==> config.mk <==
export PLATFORM = sky130hd
export DESIGN_NAME = adder_4_flat
export DESIGN_NICKNAME = d
export VERILOG_FILES = /design/src/rtl/adder_4_if.sv /design/src/rtl/adder_4.sv /design/src/flat_wrapper.sv
export SDC_FILE = /design/constraint.sdc
export NUM_CORES = 1
export LEC_CHECK = 0
export BUFFER_PORTS_ARGS = -buffer_cell sky130_fd_sc_hd__clkbuf_2
export CORE_AREA = 3 3 40 42
export CTS_CLUSTER_DIAMETER = 150
export DETAILED_ROUTE_END_ITERATION = 7
export DIE_AREA = 0 0 43 45
export SYNTH_ARGS = -nofsm -noshare
export SYNTH_HDL_FRONTEND = slang
export SYNTH_SLANG_ARGS = --single-unit
export TNS_END_PERCENT = 1
==> constraint.sdc <==
create_clock -name clk -period 4.8 [get_ports clk]
set_clock_uncertainty 0.05 [all_clocks]
set_input_delay 0.48 -clock clk [delete_from_list [all_inputs] [get_ports clk]]
set_output_delay 0.48 -clock clk [all_outputs]
set_load 0.01 [all_outputs]
==> src/rtl/adder_4_if.sv <==
// adder_4_if: operand, enable and result bundle for the adder_4 leaf cell.
//   master: drives a, b, cin, en; observes all results.
//   slave : the adder itself; consumes operands, drives results.
//   a, b    : 4-bit operands
//   cin     : carry-in
//   en      : load enable for the registered results
//   s/cout  : combinational sum and carry-out
//   p/g     : per-bit propagate (a^b) and generate (a&b)
//   s_q/cout_q/ovf_q : registered copies
//   ovf     : combinational signed overflow (zero unless ADDER4_OVERFLOW_EN)
interface adder_4_if;
  localparam int unsigned WIDTH = 4;

  logic [WIDTH-1:0] a;
  logic [WIDTH-1:0] b;
  logic             cin;
  logic             en;
  logic [WIDTH-1:0] s;
  logic             cout;
  logic [WIDTH-1:0] p;
  logic [WIDTH-1:0] g;
  logic [WIDTH-1:0] s_q;
  logic             cout_q;
  logic             ovf;
  logic             ovf_q;

  modport master (
    output a, b, cin, en,
    input  s, cout, p, g, s_q, cout_q, ovf, ovf_q
  );

  modport slave (
    input  a, b, cin, en,
    output s, cout, p, g, s_q, cout_q, ovf, ovf_q
  );
endinterface

==> src/rtl/adder_4.sv <==
// adder_4: 4-bit ripple-carry adder leaf cell with a registered result copy.
//   clk   : rising-edge clock for the registered outputs
//   rst_n : synchronous active-low reset; clears s_q/cout_q/ovf_q, beats en
//   bus   : adder_4_if.slave carrying operands, enable and all results
// Combinational s/cout/p/g are valid in the same cycle as the operands;
// s_q/cout_q/ovf_q follow one edge after an enabled edge.
// Optional macro ADDER4_OVERFLOW_EN adds signed overflow detection; without it
// ovf and ovf_q are constant zero and no overflow logic exists.
module adder_4 (
  input  logic       clk,
  input  logic       rst_n,
  adder_4_if.slave   bus
);
  localparam int unsigned WIDTH = 4;

  logic [WIDTH-1:0] prop;
  logic [WIDTH-1:0] gen;
  logic [WIDTH:0]   carry;
  logic [WIDTH-1:0] sum;
  logic             ovf_c;

  logic [WIDTH-1:0] sum_q;
  logic             carry_q;

  // Ripple chain of full adders; carry[i] is the carry into bit i.
  assign carry[0] = bus.cin;

  for (genvar i = 0; i < WIDTH; i++) begin : g_fa
    assign prop[i]    = bus.a[i] ^ bus.b[i];
    assign gen[i]     = bus.a[i] & bus.b[i];
    assign sum[i]     = prop[i] ^ carry[i];
    assign carry[i+1] = gen[i] | (carry[i] & prop[i]);
  end

  assign bus.s    = sum;
  assign bus.cout = carry[WIDTH];
  assign bus.p    = prop;
  assign bus.g    = gen;

  // Registered copy of sum/carry for timing-critical consumers.
  always_ff @(posedge clk) begin
    if (!rst_n) begin
      sum_q   <= '0;
      carry_q <= 1'b0;
    end else if (bus.en) begin
      sum_q   <= sum;
      carry_q <= carry[WIDTH];
    end
  end

  assign bus.s_q    = sum_q;
  assign bus.cout_q = carry_q;

`ifdef ADDER4_OVERFLOW_EN
  logic ovf_r;

  // Signed overflow: carry into the sign bit differs from carry out of it.
  assign ovf_c = carry[WIDTH-1] ^ carry[WIDTH];

  always_ff @(posedge clk) begin
    if (!rst_n) begin
      ovf_r <= 1'b0;
    end else if (bus.en) begin
      ovf_r <= ovf_c;
    end
  end

  assign bus.ovf_q = ovf_r;
`else
  assign ovf_c     = 1'b0;
  assign bus.ovf_q = 1'b0;
`endif

  assign bus.ovf = ovf_c;
endmodule

==> src/flat_wrapper.sv <==
// flat-port wrapper written by rule: the top's interface ports become plain ports
module adder_4_flat 
  (clk, rst_n, bus_a, bus_b, bus_cin, bus_en, bus_s, bus_cout, bus_p, bus_g, bus_s_q, bus_cout_q, bus_ovf, bus_ovf_q);
  adder_4_if bus_i ();
  input  logic clk;
  input  logic rst_n;
  input wire logic [$bits(bus_i.a)-1:0] bus_a;
  input wire logic [$bits(bus_i.b)-1:0] bus_b;
  input wire logic [$bits(bus_i.cin)-1:0] bus_cin;
  input wire logic [$bits(bus_i.en)-1:0] bus_en;
  output wire logic [$bits(bus_i.s)-1:0] bus_s;
  output wire logic [$bits(bus_i.cout)-1:0] bus_cout;
  output wire logic [$bits(bus_i.p)-1:0] bus_p;
  output wire logic [$bits(bus_i.g)-1:0] bus_g;
  output wire logic [$bits(bus_i.s_q)-1:0] bus_s_q;
  output wire logic [$bits(bus_i.cout_q)-1:0] bus_cout_q;
  output wire logic [$bits(bus_i.ovf)-1:0] bus_ovf;
  output wire logic [$bits(bus_i.ovf_q)-1:0] bus_ovf_q;
  assign bus_i.a = bus_a;
  assign bus_i.b = bus_b;
  assign bus_i.cin = bus_cin;
  assign bus_i.en = bus_en;
  assign bus_s = bus_i.s;
  assign bus_cout = bus_i.cout;
  assign bus_p = bus_i.p;
  assign bus_g = bus_i.g;
  assign bus_s_q = bus_i.s_q;
  assign bus_cout_q = bus_i.cout_q;
  assign bus_ovf = bus_i.ovf;
  assign bus_ovf_q = bus_i.ovf_q;
  adder_4 u_core (.clk(clk), .rst_n(rst_n), .bus(bus_i));
endmodule
**After elaboration in Yosys (flattened, before gate mapping)**

Cells that the tools add are included.

- Latch bits: 0
- Memory bits (writable): 0
- Register bits after elaboration: 5
- Output and inout port bits: 20
- Input bits: 12
- Logic and storage cells: 22
- Memories: 0
- ROM bits: 0

- Bitwise logic cells: 20
- Reduce and logical (&&, ||, !) cells: 0
- Divide/modulo/power cells: 0
- $mul: 0
- Equality and inequality tests: 0
- Mux-type cells: 0
- Shift operators: 0
- $lt $le $gt $ge: 0
- $add $sub $neg: 0

Operator list:

| kind | number |
|---|---|
| $and 1x1->1 | 8 |
| $xor 1x1->1 | 8 |
| $or 1x1->1 | 4 |

**Logic depth before layout (Yosys ltp)**

Gate-level depths: netlist (run 1).

- Word-level depth: 9
- Gate-level depth with buffers: 9
- Gate-level depth less buffers: 9

**Worst setup path after synthesis (run 1)**

Ideal clock, no wire load.

- Path type: input to output
- From: input port bus_cin
- To: output port bus_s[3]
- Required time: 4270 ps
- Data arrival time: 2058 ps
- Path slack: 2212 ps
- Stages: 8
- Path buffers: 0
- Cells stage by stage: fa_1 -> inv_1 -> fa_1 -> inv_1 -> fa_1 -> inv_1 -> fa_1 -> inv_1

- Word-level cells in the longest chain between the ends: 7

RTL lines:

| item | line | RTL |
|---|---|---|
| from (decl) | flat_wrapper.sv:9 | `input wire logic [$bits(bus_i.cin)-1:0] bus_cin;` |
| $and 1x1->1 | adder_4.sv:32 | `assign carry[i+1] = gen[i] \| (carry[i] & prop[i]);` |
| $or 1x1->1 | adder_4.sv:32 |  |
| $and 1x1->1 | adder_4.sv:32 |  |
| $or 1x1->1 | adder_4.sv:32 |  |
| $and 1x1->1 | adder_4.sv:32 |  |
| $or 1x1->1 | adder_4.sv:32 |  |
| $xor 1x1->1 | adder_4.sv:31 | `assign sum[i] = prop[i] ^ carry[i];` |
| to (decl) | flat_wrapper.sv:11 | `output wire logic [$bits(bus_i.s)-1:0] bus_s;` |

Every way passes these cells.

**Worst setup path after layout (run 1)**

Same ends and word-level chain as after synthesis.

==> metrics.md, run 1 <==
| Metric | Value |
|---|---|
| Number of global-route vias before repair | `between 300 and 400` |
| Worst setup endpoint | `bus_s[3]` |
| Synth top area share | `26.9%` |
| Critical path arrival | `roughly 2.4 ns` |
| # Post-CTS Setup Buffers | `0` |
| Final Slew Violations | `0` |
| Post-CTS sizing | `0` |
| Total core area | `1280 sq um` |
| CP endpoint kind | `primary output` |
| Slowest cell on crit path | `fa_1` |
| Hold Crit Class | `reg -> reg` |
| Crit path max fanout | `2` |
| Via-per-instance ratio | `4.07` |
| CTS buffer count | `3` |
| Synth Register Bits | `5` |
| Synthesized area | `372 sq um` |
| Clk slew on worst S/H paths | `0.04 ns` |
| Fmax | `approximately 0.35 GHz` |
| Worst R2R Setup Slack | `4.13 ns` |
| Mean Syn Cell Area | `10.0 sq um` |
| Reg-to-reg endpoint | `u_core.bus.s_q[3]` |
| Setup TNS | `0 ns` |
| Worst EP required | `4.27 ns` |
| Max stage delay on crit path | `0.44 ns` |
| DRT antenna net count | `0` |
| Pint | `between 0.0001 and 0.00015 W` |
| IO Pins | `32` |
| FFs w/ async S/R, synth | `0%` |
| Final Util | `about two fifths` |
| Total wire length | `around 920 um` |
| RR Startpoint | `u_core.bus.s_q[3]` |
| DRC | `0` |
| Multi-input gate area | `211 sq um` |
| Status | `complete, no violations` |
| Worst-case reg-to-reg path depth | `1` |
| Hold_ws | `0.432 ns` |
| Area delta synth->final | `45.1%` |
| RSZ-0062 raised after global routing | `no` |
| Total of max-cap violations | `0` |
| CTS Sinks | `5` |
| Post-synthesis sequential area ratio | `26.9%` |
| Wire length per cell | `11.1 um` |
| First-pass detailed-route iteration total | `4` |
| Final Setup Violations | `0` |
| Power density cells | `around 280 nW/um^2` |
| CTS tree | `yes` |
| Post-detail-place hpwl | `839 um` |
| Share of cells above drive strength 1 | `between 40% and 50%` |
| Antenna violations before repair | `0` |
| Starting Density | `28.9%` |
| Post-Syn Instances | `37` |
| Yosys warnings | `0` |
| Top cells by area, synth | `dfxtp_1 27%, fa_1 22%, ha_1 13%, inv_1 10%, o211a_1 8.1%` |
| Ant. Diodes | `0` |
| DP Area | `513 sq um` |
| Num rows | `13` |
| Synth Flop Type | `dfxtp_1` |
| CP Launch Point | `bus_cin` |
| Tcrit/Tclk final | `60.0%` |
| Post-route design area | `between 500 and 600 sq um` |
| Remaining Overflow, GRT | `0` |
| Worst vdd ir | `128 uV` |
| Leakage | `0.352 nW` |
| CTS Buffer Depth | `2` |
| Non-filler cells, final | `83` |
| DP Cell Count | `79` |
| Switch Pwr | `just under 0.00005 W` |
| Via count | `around 340` |
| Die Wd | `around 43 um` |
| H-tree Lvls | `1` |
| Sw frac | `between 30% and 40%` |
| Die area | `about 1900 sq um` |
| Worst hold path cell count | `1` |
| Post-synth top area cell | `dfxtp_1` |
| Cts-stage hold buffer count | `0` |
| Setup CP Type | `in -> out` |
| Critical-path cell list | `clkbuf_2, fa_1, inv_1, fa_1, inv_1, fa_1, inv_1, fa_1, inv_1, clkbuf_2` |
| Combinational fraction of design power | `35.6%` |
| Synth top cells by count | `10 x inv_1, 5 x dfxtp_1, 4 x fa_1, 4 x ha_1` |
| Fin. Hold Viols | `0` |
| Clock Latency Late Sink | `between 0.2 and 0.25 ns` |
| GP Congestion | `0.579` |
| First-pass GRT wire length | `1.39 mm` |
| Nets | `89` |
| Gr usage total | `10.8%` |
| Filler cells | `137` |
| Final Critical Period | `2.88 ns` |
| # port buffers | `29` |
| Setup crit start kind | `input port` |
| Iter 0 DRT Violations | `2` |
| Post-synth cell types | `11` |
| EDFF count, synth | `0` |
| Register area | `100 sq um` |
| Count leader, synth | `inv_1` |
| Die extent in y | `45 um` |
| Pin count of the biggest net entering global routing | `9` |
| Reg power frac | `a little under a third` |
| Clock Power Share | `between 30% and 40%` |
| Root Driver | `clkbuf_4` |
cell usage in the layout, fill, tap and decap left out:
cell and count:
ha_1 4, dfxtp_1 5, clkbuf_1 1, nand2_1 3, nor2b_1 2, fa_1 4, clkbuf_4 3, o211a_1 3
mux2i_1 2, clkbuf_2 29, inv_1 10, conb_1 2
through the flow:
stage	power (W)	worst slack, ns
floorplan	0.0000811	2.21
global placement	0.000101	1.95
detailed placement	0.000104	1.88
CTS	0.000154	1.88
global route	0.000164	1.80
finish	0.000150	1.92
worst max-delay path: cells and delay by family:
family / cells / cell delay, ns
fa+ha+maj: 4 / 1.37
buf+inv: 6 / 0.49
power by group through the flow:
stage,clock [W],combinational [W],sequential (W)
finish,0.0000492,0.0000535,0.0000477
global route,0.0000551,0.0000610,0.0000481
CTS,0.0000511,0.0000557,0.0000477
detailed placement,0,0.0000555,0.0000485
global placement,0,0.0000531,0.0000482
floorplan,0,0.0000308,0.0000502
per-layer routing:
metal  global-route usage, %  part of all wire [%]
met1                    10.5                    37
met2                    18.3                    53
met3                    8.76                    10
met4                    1.81                     0
met5                       0                     0
cells by family after synthesis:
kind of cell / after synthesis / synth area share (%)
AO/OA/AOI/OAI: 3 / 8.08
adder cells (fa/ha/maj): 8 / 35.0
buffers and inverters: 13 / 17.2
flip-flops: 5 / 26.9
multiplexers: 2 / 5.39
other: 1 / 1.01
AND/OR/NAND/NOR: 5 / 6.40
how the worst min path moves through the flow:
stage | start | to | slack (ns)
2_1_floorplan | u_core.bus.cout_q | u_core.bus.cout_q | 0.47
3_3_place_gp | u_core.bus.cout_q | u_core.bus.cout_q | 0.41
3_5_place_dp | u_core.bus.s_q[1] | u_core.bus.s_q[1] | 0.43
4_1_cts | u_core.bus.cout_q | u_core.bus.cout_q | 0.44
5_1_grt | u_core.bus.s_q[3] | u_core.bus.s_q[3] | 0.46
6_report | u_core.bus.cout_q | u_core.bus.cout_q | 0.43
state kept, by name, summed over array words and instances, names as in the netlist:
register	flops
u_core.bus.cout_q	1
u_core.bus.s_q	4
cell type report:
cell class,count,share of cell area [%]
multi-input cells,20,39.2
inverters,10,6.96
repair buffers,29,26.9
flip-flops and latches,5,18.6
well taps,15,3.48
clock buffers,4,4.87
No activity file was read; power rests on OpenSTA's default activity.
==> inputs of run 2 (changes only) <==
--- a/config.mk
+++ b/config.mk
@@ -5,6 +5,7 @@
 export SDC_FILE = /design/constraint.sdc
 export NUM_CORES = 1
 export LEC_CHECK = 0
+export ABC_AREA = 1
 export BUFFER_PORTS_ARGS = -buffer_cell sky130_fd_sc_hd__clkbuf_2
 export CORE_AREA = 3 3 40 42
 export CTS_CLUSTER_DIAMETER = 150
==> constraint.sdc (replaced) <==
create_clock -name clk -period 2.65 [get_ports clk]
set_clock_uncertainty 0.05 [all_clocks]
set_input_delay 0.265 -clock clk [delete_from_list [all_inputs] [get_ports clk]]
set_output_delay 0.265 -clock clk [all_outputs]
set_load 0.01 [all_outputs]
==> run 2 against run 1 <==
  * Total power increased by 81%
  * Critical path type unchanged
  * Non-clock buffer count unchanged
  * Via count rose by 16%
==> metrics.md, run 2 <==
| Metric | Value |
|---|---|
| Buf/Inv on CP | `6` |
| Count leader, synth | `inv_1` |
| Post-Syn Instances | `49` |
| Tcrit/Tclk final | `90.1%` |
| Worst R2R Setup Slack | `2.05 ns` |
| Yosys warnings | `0` |
| Gr usage total | `8.77%` |
| Most frequent cells in the layout | `29 x clkbuf_2, 12 x inv_1, 10 x nor2_1, 8 x nand2_1, 5 x dfxtp_1` |
| Slowest cell on crit path | `fa_1` |
| Worst vdd ir | `between 100 and 150 uV` |
| Post-detail-place hpwl | `between 600 and 700 um` |
| Worst EP required | `between 2 and 2.5 ns` |
| Power consumption | `0.000272 W` |
| Top cells by area, synth | `dfxtp_1 26%, fa_1 21%, ha_1 13%, inv_1 12%, nor2_1 9.7%` |
| Num rows | `13` |
| Leading cell type in the layout, fill and taps excluded | `clkbuf_2` |
| Clk slew on worst S/H paths | `0.04 ns` |
| Synthesized area | `385 sq um` |
| GP Congestion | `0.673` |
| Post-synth cell types | `10` |
| Iter 0 DRT Violations | `8` |
| Remaining Overflow, GRT | `0` |
| # port buffers | `29` |
| H-tree Lvls | `1` |
| Critical path arrival | `2.07 ns` |
| Total wire length | `796 um` |
| Via count | `391` |
| Hold Crit Class | `in -> reg` |
| Total of max-cap violations | `0` |
| Die area | `just under 2000 sq um` |
| DRC | `0` |
| Final Setup Violations | `0` |
| Post-CTS sizing | `0` |
| Total core area | `1280 sq um` |
| Share of cells above drive strength 1 | `42.5%` |
| Leakage | `~0.36 nW` |
| IO Pins | `32` |
| Post-synthesis sequential area ratio | `26.0%` |
| EDFF count, synth | `0` |
| Clock Latency Late Sink | `0.24 ns` |
| Final Slew Violations | `0` |
| Antenna violations before repair | `0` |
| Status | `complete, no violations` |
| Wire length per cell | `around 8.4 um` |
| DRT antenna net count | `0` |
| CTS tree | `yes` |
| Setup CP Type | `in -> out` |
| Nets | `101` |
| Mean Syn Cell Area | `7.86 sq um` |
| Die extent in y | `approximately 45 um` |
| Die Wd | `roughly 43 um` |
| # Post-CTS Setup Buffers | `0` |
| Synth top cells by count | `12 x inv_1, 10 x nor2_1, 8 x nand2_1` |
| CP endpoint kind | `primary output` |
| First-pass detailed-route iteration total | `5` |
| Setup crit start kind | `input port` |
| FFs w/ async S/R, synth | `0%` |
| Via-per-instance ratio | `4.12` |
| Synth Register Bits | `5` |
| Ant. Diodes | `0` |
| Post-synth top area cell | `dfxtp_1` |
| Critical-path cell list | `clkbuf_2, fa_1, inv_1, fa_1, inv_1, fa_1, inv_1, fa_1, inv_1, clkbuf_2` |
| Setup TNS | `0 ns` |
| Power density cells | `492 nW/um^2` |
| Top Family by Delay on Critical Path | `adder cells` |
| Number of global-route vias before repair | `308` |
| Synth Flop Type | `dfxtp_1` |
| Crit path max fanout | `2` |
| Fmax | `roughly 0.42 GHz` |
| Fin. Hold Viols | `0` |
| Area delta synth->final | `43.5%` |
| CTS Buffer Depth | `2` |
| Starting Density | `about 30%` |
| Final Critical Period | `2.39 ns` |
| CTS Sinks | `5` |
| CTS buffer count | `3` |
| Max stage delay on crit path | `0.42 ns` |
| Pin count of the biggest net entering global routing | `11` |
| Max reg flops | `4` |
| Root Driver | `clkbuf_4` |
| Synth top area share | `between 20% and 30%` |
| RSZ-0062 raised after global routing | `no` |
| First-pass GRT wire length | `1.26 mm` |
| Cts-stage hold buffer count | `0` |
[run 2: where the power goes]
group | internal (W) | total, W | switching, W | leakage, nW
Sequential | 0.0000826 | 0.0000860 | 0.00000336 | 0.0416
Clock | 0.0000569 | 0.0000870 | 0.0000301 | 0.0150
Combinational | 0.0000428 | 0.0000992 | 0.0000565 | 0.301
Total | 0.000182 | 0.000272 | 0.0000900 | 0.358
[run 2: path summary, 6_finish.rpt]
path,start,endpoint,cells past startpoint
setup / recovery,bus_cin,bus_s[3],10
hold / removal,rst_n,u_core.bus.s_q[0],3
setup reg to reg,u_core.bus.s_q[3],u_core.bus.s_q[3],2
hold reg to reg,u_core.bus.s_q[0],u_core.bus.s_q[0],2
[run 2: stage by stage]
stage | setup slack [ns] | hold slack [ns] | instance area, sq um | instances | util (%)
final | 0.261 | 0.245 | 553 | 95 | 43.0
after global routing | 0.113 | 0.261 | 553 | 95 | 43.0
after CTS | 0.239 | 0.239 | 553 | 95 | 43.0
after detailed placement | 0.241 | 0.417 | 527 | 91 | 41.0
after global placement | 0.261 | 0.407 | 527 | 91 | 41.0
after floorplan | 0.492 | 0.335 | 389 | 50 | -
[run 2: logic make-up after synthesis]
group	after synthesis	synth area share, %
AND/OR/NAND/NOR	20	20.8
buffers and inverters	15	18.5
other	1	0.973
adder cells (fa/ha/maj)	8	33.8
flip-flops	5	26.0
[run 2: area by class of cell]
cell class / count / area (sq um)
fill: 143 / 732
multi-input combinational: 30 / 218
timing repair buffer: 29 / 145
sequential: 5 / 100
inverter: 12 / 45.0
clock buffer: 4 / 26.3
tap: 15 / 18.8
[run 2: routing by layer]
| layer | vias to the layer above | track usage [%] | part of all wire [%] |
|---|---|---|---|
| li1 | 198 | - | - |
| met1 | 166 | 9.98 | 37 |
| met2 | 23 | 14.7 | 48 |
| met3 | 4 | 1.20 | 11 |
| met4 | 0 | 7.23 | 3.1 |
| met5 | - | 0 | 0 |
[run 2: tightest hold or removal path: cells and delay by family]
| kind | cells | cell delay, ns |
|---|---|---|
| buffers and inverters | 1 | 0.12 |
| and+or+nand+nor | 2 | 0.10 |
==> inputs of run 3 (changes only) <==
--- a/config.mk
+++ b/config.mk
@@ -11,6 +11,8 @@
 export CTS_CLUSTER_DIAMETER = 150
 export DETAILED_ROUTE_END_ITERATION = 7
 export DIE_AREA = 0 0 43 45
+export PLACE_DENSITY_LB_ADDON = 0.08
+export SLEW_MARGIN = 20
 export SYNTH_ARGS = -nofsm -noshare
 export SYNTH_HDL_FRONTEND = slang
 export SYNTH_SLANG_ARGS = --single-unit
==> run 3 against run 2 <==
  * Sequential share of layout area did not move
  * Combinational power barely moved
  * Die area did not move
  * Largest cell class unchanged
  * Largest power group unchanged
==> metrics.md, run 3 (synthesis results as in run 2) <==
| Metric | Value |
|---|---|
| Status | `complete, no violations` |
| Remaining Overflow, GRT | `0` |
| Fmax | `0.415 GHz` |
| Final Setup Violations | `0` |
| Die Wd | `between 40 and 50 um` |
| Setup CP Type | `in -> out` |
| Combinational fraction of design power | `36.2%` |
| Setup crit start kind | `input port` |
| RSZ-0062 raised after global routing | `no` |
| Num rows | `13` |
| Max reg flops | `4` |
| Final Slew Violations | `0` |
| Nets | `101` |
| Leading cell type in the layout, fill and taps excluded | `clkbuf_2` |
| Hold_ws | `0.232 ns` |
| Hold_sp | `rst_n` |
| Reg power frac | `31.4%` |
| Leakage | `between 0.3 and 0.4 nW` |
| Clock Power Share | `32.4%` |
| Total core area | `1280 sq um` |
| First-pass detailed-route iteration total | `1` |
| Iter 0 DRT Violations | `0` |
| WHS Endpoint | `u_core.bus.s_q[3]` |
| Wire length per cell | `8.35 um` |
| Critical path arrival | `2.09 ns` |
| Most frequent cells in the layout | `29 x clkbuf_2, 12 x inv_1, 10 x nor2_1, 8 x nand2_1, 5 x dfxtp_1` |
| Die extent in y | `45 um` |
| Tcrit/Tclk final | `around 91%` |
| H-tree Lvls | `1` |
| Clk slew on worst S/H paths | `0.04 ns` |
| Worst EP required | `2.34 ns` |
| GRT met2 Usage | `13.5%` |
| Final WS setup | `0.241 ns` |
| Via-per-instance ratio | `slightly below 4` |
| Worst-case reg-to-reg path depth | `2` |
| Worst vdd ir | `between 100 and 150 uV` |
| CTS tree | `yes` |
| Final Critical Period | `2.41 ns` |
| Antenna violations before repair | `0` |
| Post-detail-place hpwl | `711 um` |
| Ant. Diodes | `0` |
| CTS Sinks | `5` |
| Via count | `~370` |
| Pin count of the biggest net entering global routing | `11` |
| Total of max-cap violations | `0` |
| Number of global-route vias before repair | `302` |
| Gr usage total | `8.12%` |
| DRT antenna net count | `0` |
| Setup TNS | `0 ns` |
| Hold Crit Class | `in -> reg` |
| Pre-CTS setup slack | `0.218 ns` |
| Sw frac | `33.4%` |
| Grt met3 use | `2.39%` |
| DRC | `0` |
| CTS buffer count | `3` |
| Worst R2R Setup Slack | `2.04 ns` |
| Filler cells | `147` |
| Clock Latency Late Sink | `0.24 ns` |
| Met1 global-route usage | `~7.6%` |
| IO Pins | `32` |
| CTS Buffer Depth | `2` |
| Starting Density | `30.0%` |
| RR Startpoint | `u_core.bus.s_q[3]` |
| Fin. Hold Viols | `0` |
| Cts-stage hold buffer count | `0` |
| Power density cells | `~500 nW/um^2` |
| Total wire length | `793 um` |
| Root Driver | `clkbuf_4` |
| Worst hold path cell count | `3` |
| Area delta synth->final | `43.5%` |
| CP endpoint kind | `primary output` |
| Reg-to-reg endpoint | `u_core.bus.s_q[3]` |
| Crit path max fanout | `2` |
| Die area | `1940 sq um` |
| GP Congestion | `0.618` |
| Busiest grt layer | `met2` |
| Pint | `roughly 0.00018 W` |
| Switch Pwr | `0.0000913 W` |
| # port buffers | `29` |
| Post-CTS sizing | `0` |
| First-pass GRT wire length | `1.09 mm` |
| Share of cells above drive strength 1 | `42.5%` |
| # Post-CTS Setup Buffers | `0` |
run 3: cell counts in the layout (fill, tap and decap cells not counted):
Identical to the previous run, type by type.
run 3: final cells by class:
class	count	area, sq um	share of cell area [%]
flip-flops and latches	5	100	18.1
multi-input cells	30	218	39.4
well taps	15	18.8	3.39
repair buffers	29	145	26.2
inverters	12	45.0	8.14
clock buffers	4	26.3	4.75
run 3: power groups by stage:
stage / clock, W / combinational (W) / sequential, W
finish: 0.0000886 / 0.0000990 / 0.0000860
global route: 0.0000952 / 0.000113 / 0.0000868
CTS: 0.0000928 / 0.000103 / 0.0000860
detailed placement: 0 / 0.000102 / 0.0000873
global placement: 0 / 0.000100 / 0.0000871
floorplan: 0 / 0.0000601 / 0.0000906
run 3: metrics by stage:
| step | cells | utilization [%] | area, sq um | total power, W |
|---|---|---|---|---|
| finish | 95 | 43.0 | 553 | 0.000274 |
| detailed placement | 91 | 41.0 | 527 | 0.000189 |
| global route | 95 | 43.0 | 553 | 0.000295 |
| global placement | 91 | 41.0 | 527 | 0.000187 |
| floorplan | 50 | - | 389 | 0.000151 |
| CTS | 95 | 43.0 | 553 | 0.000281 |
run 3: layer usage:
| layer | vias up | routed length, um |
|---|---|---|
| met3 | 3 | 90 |
| li1 | 197 | - |
| met4 | 0 | 25 |
| met2 | 22 | 377 |
| met5 | - | 0 |
| met1 | 147 | 299 |
run 3: worst max path at each step:
stage               startpoint  cells past startpoint  slack [ns]  endpoint
floorplan              bus_cin                      8        0.49  bus_s[3]
global placement       bus_cin                     10        0.25  bus_s[3]
detailed placement     bus_cin                     10        0.22  bus_s[3]
finish                 bus_cin                     10        0.24  bus_s[3]
global route           bus_cin                     10         0.1  bus_s[3]
CTS                    bus_cin                     10        0.22  bus_s[3]
run 3: critical path, cell delays in order:
cell      delay, ns
clkbuf_2       0.10
fa_1           0.40
inv_1          0.07
fa_1           0.16
inv_1          0.05
fa_1           0.35
inv_1          0.09
fa_1           0.43
inv_1          0.06
clkbuf_2       0.12
